$ cat config.mk
export PLATFORM = sky130hd
export DESIGN_NAME = seq_restoring_divider
export DESIGN_NICKNAME = d
export VERILOG_FILES = /design/src/rtl/seq_restoring_divider.sv
export SDC_FILE = /design/constraint.sdc
export NUM_CORES = 1
export LEC_CHECK = 0
export ABC_AREA = 0
export CAP_MARGIN = 5
export CORE_MARGIN = 2
export CORE_UTILIZATION = 41
export CTS_CLUSTER_DIAMETER = 120
export DETAILED_ROUTE_END_ITERATION = 8
export GPL_ROUTABILITY_DRIVEN = 0
export PLACE_DENSITY = 0.64
export RECOVER_POWER = 50
export SLEW_MARGIN = 10
export SYNTH_ARGS = -nofsm -noshare
export SYNTH_HDL_FRONTEND = slang
export SYNTH_SLANG_ARGS = --single-unit
$ cat constraint.sdc
create_clock -name clk -period 3.48 [get_ports clk]
set_input_delay 0.348 -clock clk [delete_from_list [all_inputs] [get_ports clk]]
set_output_delay 0.348 -clock clk [all_outputs]
set_load 0.005 [all_outputs]
$ cat src/rtl/seq_restoring_divider.sv
// ----------------------------------------------------------------------------
// seq_restoring_divider
//
// Purpose:
//   Multi-cycle unsigned restoring divider. It computes
//   dividend / divisor -> quotient, remainder and retires one quotient bit per
//   clock. Each iteration's trial subtraction (rem - divisor) is done as
//   rem + ~divisor + 1 through a carry-skip adder. The adder's carry-out is
//   the "no borrow" flag that selects between the difference and the restored
//   partial remainder.
//
// Handshake:
//   The block accepts a request in any cycle where start=1 and busy=0, that is
//   in IDLE or in the one-cycle DONE state. A start while busy=1 is ignored.
//   done is a one-cycle pulse. quotient, remainder and div_by_zero are valid
//   from that pulse and stay unchanged until a new request is accepted.
//
// Parameters:
//   WIDTH       operand and result width in bits (4..16)
//   SKIP_BLOCK  bits per carry-skip block in the trial subtractor; the top
//               block may be partial
//
// Ports:
//   clk          in   rising-edge clock
//   rst_n        in   asynchronous active-low reset
//   start        in   request, accepted only while busy=0
//   dividend     in   numerator, sampled on accept
//   divisor      in   denominator, sampled on accept
//   busy         out  high while iterating (state RUN)
//   done         out  one-cycle pulse, results valid
//   quotient     out  result quotient, held until the next accept
//   remainder    out  result remainder, held until the next accept
//   div_by_zero  out  set together with done when divisor==0
//
// Latency, counting the accept cycle as cycle 0:
//   done is high in cycle WIDTH+1 for a normal division.
//   done is high in cycle 1 when dividing by zero.
// ----------------------------------------------------------------------------
module seq_restoring_divider #(
    parameter int WIDTH      = 8,
    parameter int SKIP_BLOCK = 4
) (
    input  logic             clk,
    input  logic             rst_n,
    input  logic             start,
    input  logic [WIDTH-1:0] dividend,
    input  logic [WIDTH-1:0] divisor,
    output logic             busy,
    output logic             done,
    output logic [WIDTH-1:0] quotient,
    output logic [WIDTH-1:0] remainder,
    output logic             div_by_zero
);

    // Trial-subtraction width: the partial remainder plus the incoming bit.
    localparam int N  = WIDTH + 1;
    localparam int CW = $clog2(WIDTH + 1);

    typedef enum logic [1:0] {
        ST_IDLE = 2'd0,
        ST_RUN  = 2'd1,
        ST_DONE = 2'd2
    } state_t;

    // FSM state. It is kept as a named enum so that hierarchical checkers can
    // observe it directly.
    state_t state_q;
    state_t state_n;

    // Datapath registers
    logic [WIDTH-1:0] rem_q;    // partial remainder
    logic [WIDTH-1:0] q_q;      // dividend shifting out / quotient shifting in
    logic [WIDTH-1:0] div_q;    // latched divisor
    logic [CW-1:0]    cnt_q;    // iterations still to run

    // Control decode
    logic accept;       // request taken this cycle
    logic accept_zero;  // request taken with divisor==0
    logic last_iter;    // this RUN cycle performs the final iteration

    // Trial subtractor signals
    logic [N-1:0]     add_a;    // t = {rem, q msb}
    logic [N-1:0]     add_b;    // ~{0, divisor}
    logic [WIDTH-1:0] add_sum;  // low WIDTH bits of t - divisor
    logic             add_cout; // 1 = no borrow, t >= divisor

    // Next-iteration values
    logic [WIDTH-1:0] rem_next;
    logic [WIDTH-1:0] q_next;

    // Registered-output next values (output decode process)
    logic busy_d;
    logic done_d;
    logic load_zero;    // divide-by-zero results on the edge into DONE
    logic load_result;  // iteration results on the edge into DONE
    logic clear_flag;   // normal accept clears div_by_zero

    // ------------------------------------------------------------------------
    // Control decode
    // ------------------------------------------------------------------------
    // Requests are accepted whenever the core is not iterating. DONE counts
    // as not busy, so a start during the result cycle runs back-to-back.
    assign accept      = start && (state_q != ST_RUN);
    assign accept_zero = accept && (divisor == '0);
    assign last_iter   = (state_q == ST_RUN) && (cnt_q == CW'(1));

    // ------------------------------------------------------------------------
    // FSM process 1 of 3: state register
    // ------------------------------------------------------------------------
    always_ff @(posedge clk or negedge rst_n) begin
        if (!rst_n) begin
            state_q <= ST_IDLE;
        end else begin
            state_q <= state_n;
        end
    end

    // ------------------------------------------------------------------------
    // FSM process 2 of 3: next-state logic
    // ------------------------------------------------------------------------
    always_comb begin
        state_n = state_q;
        case (state_q)
            ST_IDLE, ST_DONE: begin
                if (accept) begin
                    // A zero divisor skips RUN and reports on the next edge.
                    state_n = (divisor == '0) ? ST_DONE : ST_RUN;
                end else begin
                    state_n = ST_IDLE;
                end
            end
            ST_RUN: begin
                if (last_iter) begin
                    state_n = ST_DONE;
                end
            end
            default: state_n = ST_IDLE;
        endcase
    end

    // ------------------------------------------------------------------------
    // FSM process 3 of 3: output decode
    // ------------------------------------------------------------------------
    // Every output is a register. This process works out what each register
    // takes on the coming edge, using the next state, so that busy and done
    // line up with the state they describe.
    always_comb begin
        busy_d      = (state_n == ST_RUN);
        done_d      = (state_n == ST_DONE);
        load_zero   = accept_zero;
        load_result = last_iter;
        clear_flag  = accept && !accept_zero;
    end

    // ------------------------------------------------------------------------
    // Carry-skip trial subtractor: d = t + ~{0,divisor} + 1
    // ------------------------------------------------------------------------
    assign add_a = {rem_q, q_q[WIDTH-1]};
    assign add_b = ~{1'b0, div_q};

    // The carry ripples bit by bit inside a block. At the end of each block
    // the carry handed to the next block is the block's own carry-in whenever
    // every bit propagates (a^b all ones); otherwise it is the rippled carry.
    // Both choices are logically equal, so the sum matches plain subtraction.
    // Only the carry-out is needed from the top bit; the top sum bit is always
    // 0 when the difference is kept (t < 2*divisor), so it is not stored.
    always_comb begin
        logic c;
        logic blk_cin;
        logic blk_p;
        logic pi;
        c       = 1'b1;   // +1 of the two's-complement negation
        blk_cin = 1'b1;
        blk_p   = 1'b1;
        pi      = 1'b0;
        add_sum = '0;
        for (int i = 0; i < N; i++) begin
            if ((i % SKIP_BLOCK) == 0) begin
                blk_cin = c;
                blk_p   = 1'b1;
            end
            pi = add_a[i] ^ add_b[i];
            if (i < WIDTH) begin
                add_sum[i] = pi ^ c;
            end
            blk_p = blk_p & pi;
            c     = (add_a[i] & add_b[i]) | (c & pi);
            if (((i % SKIP_BLOCK) == (SKIP_BLOCK - 1)) || (i == N - 1)) begin
                c = blk_p ? blk_cin : c;
            end
        end
        add_cout = c;
    end

    // Restoring step: keep the difference on no-borrow, otherwise keep t.
    always_comb begin
        rem_next = add_cout ? add_sum : add_a[WIDTH-1:0];
        q_next   = {q_q[WIDTH-2:0], add_cout};
    end

    // ------------------------------------------------------------------------
    // Datapath registers
    // ------------------------------------------------------------------------
    // The operand registers load only on accept, so a start while busy leaves
    // an in-flight division untouched.
    always_ff @(posedge clk or negedge rst_n) begin
        if (!rst_n) begin
            rem_q <= '0;
            q_q   <= '0;
            div_q <= '0;
            cnt_q <= '0;
        end else if (accept) begin
            rem_q <= '0;
            q_q   <= dividend;
            div_q <= divisor;
            cnt_q <= CW'(WIDTH);
        end else if (state_q == ST_RUN) begin
            rem_q <= rem_next;
            q_q   <= q_next;
            cnt_q <= cnt_q - CW'(1);
        end
    end

    // ------------------------------------------------------------------------
    // Registered outputs
    // ------------------------------------------------------------------------
    always_ff @(posedge clk or negedge rst_n) begin
        if (!rst_n) begin
            busy <= 1'b0;
            done <= 1'b0;
        end else begin
            busy <= busy_d;
            done <= done_d;
        end
    end

    // Results change only on the edge into DONE. A normal accept clears
    // div_by_zero but leaves quotient and remainder holding the last results.
    always_ff @(posedge clk or negedge rst_n) begin
        if (!rst_n) begin
            quotient    <= '0;
            remainder   <= '0;
            div_by_zero <= 1'b0;
        end else if (load_zero) begin
            quotient    <= '1;
            remainder   <= dividend;
            div_by_zero <= 1'b1;
        end else if (load_result) begin
            quotient    <= q_next;
            remainder   <= rem_next;
        end else if (clear_flag) begin
            div_by_zero <= 1'b0;
        end
    end

endmodule

==> out/results.ini, run 1 <==
[status]
result_of_the_run=finished, violations left
violations=capacitance limit, slew limit, setup timing

[pwr]
p_total_uw=3450
worst_ir_drop_vdd_v=0.000574
clock_power_share=0.120
power.leakage_uw=0.00147
power_density_nw_per_um2=1030
p_int_uw=2050
power.net_switching_uw=1400
comb_power_share=0.570
power.sequential.fraction=0.310
power.switching_fraction=0.406

[clock_tree]
tritoncts=done
cts.path.max_buffers=2
cts.htree.levels=2
cts.hold.buffers_added=0
ctsRootBufferMaster=clkbuf_8
cts_buffers=5
worst_skew_pair.late_latency_ns=0.30
clkSinkCount=49
cts.clk_slew.worst_paths_ns=0.09

[setup_path]
start_kind=flop
arrival_ns=3.89
rr_endpoint=rem_q[3]
cp.required_ns=3.65
reg2reg_depth=17
type_of_destination_of_the_critical_path=flop
worst-setup-path-type=reg -> reg
crit-reg2reg-launch=q_q[7]
ff2ff_setup_slack_ns=-0.24
worst-path-max-fanout=8

[timing]
relSlewSlack=-0.256
worst_slew_pin_slew_ns=1.88
final_max_slew_viols=34
finalHoldViolCount=0
finalCriticalPeriod_ns=3.72
finalWorstSetupSlack_ns=-0.245
achievable-frequency_ghz=0.268
final-setup-viol-count=18
rsz0062_at_grt=yes
skew_ns=0.00831
min_period_over_period=1.07

[synthesis]
syn_area_um2=2670
syn-num-nets=289
postSynthAreaPerCell_um2=10.5
synth_cell_type_count=36
synth_area_leaders=dfrtp_1 46%, mux2i_1 6.0%, fa_1 5.3%, ha_1 4.7%, mux2_2 3.8%
synth.top_cell.area_share=0.460
ys_seq_area_frac=0.460
yosysWarningCount=0
synthesis.instances=253
synth-seq-cells=49
synth.largest_area_cell=dfrtp_1

[run]
max_cap_violations=1

[layout]
final_area_um2=3340
flow.area_growth_from_synthesis_pct=25.4
drive_above_1_share=0.212
n_antenna_cell=0
final_net_count=332

[die]
die_height_um=84.6
ports_placed_on_the_boundary=38
core_um2=6310
die_area_um2=7160
fp.dieW_um=84.6
floorplan.rows=29
initial_core_util=0.422

[routing]
route.detailed.drc=0
routed_antenna_nets=0
avgRoutedWirePerCell_um=16.5
drt_pre_antenna_iters=4
post_drt_via_cell_ratio=5.32
vias=1991
routed_wirelength_mm=6.17
drt_iter0_drcs=127

[global_routing]
groute.usage.overall=0.180
grt_remaining_overflow=0
vias_in_the_first_global_route=2037
grt_start_max_net_pins=34
wire_length_of_the_first_global_routing_pass_mm=10.3
antenna_violations_before_repair=0

[placed_design]
placedInstanceArea_um2=3120
final_hpwl_from_detailed_placement_mm=4.25
port_buffers=37
dp_slack_ns=-0.279

[min_path]
count_of_cells_along_the_worst_hold_path=2
timing.hold.worst.start=div_by_zero
hold_removal_path_class=reg -> reg
hold_path_end=div_by_zero

-- per-stage QoR --
stage | util | instances | hold slack, ns | setup TNS, ns
floorplan | - | 253 | 0.0524 | -0.00639
global placement | 0.494 | 362 | 0.466 | -1.85
detailed placement | 0.494 | 362 | 0.468 | -3.51
CTS | 0.524 | 372 | 0.132 | -1.92
global route | 0.530 | 374 | 0.511 | -5.40
finish | 0.530 | 374 | 0.497 | -3.34
-- critical path: stages (launching register included) --
cell      delay [ns]
dfrtp_1         0.41
inv_2           0.09
ha_4            0.13
inv_2           0.03
fa_2            0.34
fa_2            0.37
fa_2            0.34
a41oi_2         0.18
inv_1           0.08
fa_2            0.33
inv_2           0.07
fa_2            0.20
fa_2            0.20
fa_2            0.23
mux2i_4         0.10
buf_6           0.15
o211ai_1        0.21
o311ai_2        0.13
-- synthesized netlist by cell type --
cell type	count
o311ai_0	1
a21boi_0	4
nor4_1	3
a21oi_1	9
nor2b_1	2
a211oi_1	2
mux2_2	9
inv_1	24
or3_1	4
a41oi_2	1
clkbuf_1	2
ha_1	10
buf_2	7
nor2_4	1
nand2b_1	1
nand2_2	2
nor2_1	16
buf_6	3
o211ai_1	12
nand2_1	16
o21ai_2	1
fa_1	7
nor3_1	4
a22oi_2	1
o21ai_1	1
nand3_1	5
a31o_2	8
mux2i_1	16
dfrtp_1	49
or3b_4	1
nand4_1	3
buf_4	2
o21ai_0	20
o311ai_1	3
nor3b_1	1
nand3b_1	2
-- timing repair --
item                       CTS  global route
cloned                       0             0
buffers inserted             2             2
pin swaps                   11             8
gates resized for setup     16             4
setup endpoints to repair   18            18
-- flip-flops by register name, summed over array words and instances (netlist names), 2 cells and up --
name,flops
quotient,8
remainder,8
state_q,2
rem_q,8
q_q,8
div_q,8
cnt_q,4
-- metal layers --
layer	track usage	vias to the layer above	wire length [um]	share of wire
li1	-	975	-	-
met4	0.0519	0	61	0.0099
met3	0.0275	7	119	0.019
met2	0.285	22	3030	0.49
met1	0.258	987	2950	0.48
met5	0	-	0	0
-- cell usage in the layout, fill, tap and decap left out, types with 9 or more instances in the layout --
| master | n |
|---|---|
| inv_1 | 21 |
| buf_4 | 11 |
| dfrtp_1 | 49 |
| ha_1 | 9 |
| o21ai_0 | 20 |
| o211ai_1 | 12 |
| a21oi_1 | 9 |
| nand2_1 | 15 |
| clkdlybuf4s50_1 | 36 |
| mux2i_1 | 15 |
| nor2_1 | 16 |
-- power groups by stage --
stage	combinational [uW]	sequential (uW)	clock, uW
final	1970	1070	413
after global routing	2190	1100	445
after CTS	1890	1070	426
after detailed placement	1710	1070	0
after global placement	1690	1060	0
after floorplan	1170	1010	0
-- cells by family after synthesis --
family	synth area share
compound gates	0.160
simple gates	0.114
flops	0.460
buf+inv	0.0680
mux	0.0981
fa+ha+maj	0.0995
-- worst max path at each step --
| stage | startpoint | slack, ns | cells after the start | endpoint |
|---|---|---|---|---|
| global placement | q_q[7] | -0.15 | 16 | rem_q[3] |
| floorplan | q_q[7] | -0.003 | 17 | rem_q[4] |
| CTS | q_q[7] | -0.15 | 17 | rem_q[2] |
| finish | q_q[7] | -0.24 | 17 | rem_q[3] |
| detailed placement | q_q[7] | -0.28 | 16 | rem_q[2] |
| global route | q_q[7] | -0.38 | 16 | rem_q[2] |
-- final cells by class --
class / instances / area, um^2
Fill cell: 594 / 2970
Multi-Input combinational cell: 166 / 1360
Sequential cell: 49 / 1230
Timing Repair Buffer: 50 / 462
Tap cell: 77 / 96.3
Inverter: 24 / 90.1
Clock buffer: 6 / 72.6
Clock inverter: 2 / 38.8
Power figures use the tool's default switching activity.
==> run 2: changes to the inputs <==
--- a/config.mk
+++ b/config.mk
@@ -5,7 +5,6 @@
 export SDC_FILE = /design/constraint.sdc
 export NUM_CORES = 1
 export LEC_CHECK = 0
-export ABC_AREA = 0
 export CAP_MARGIN = 5
 export CORE_MARGIN = 2
 export CORE_UTILIZATION = 41
==> results of run 2 <==
No change in the layout: final DEF, timing and power equal those of run 1.
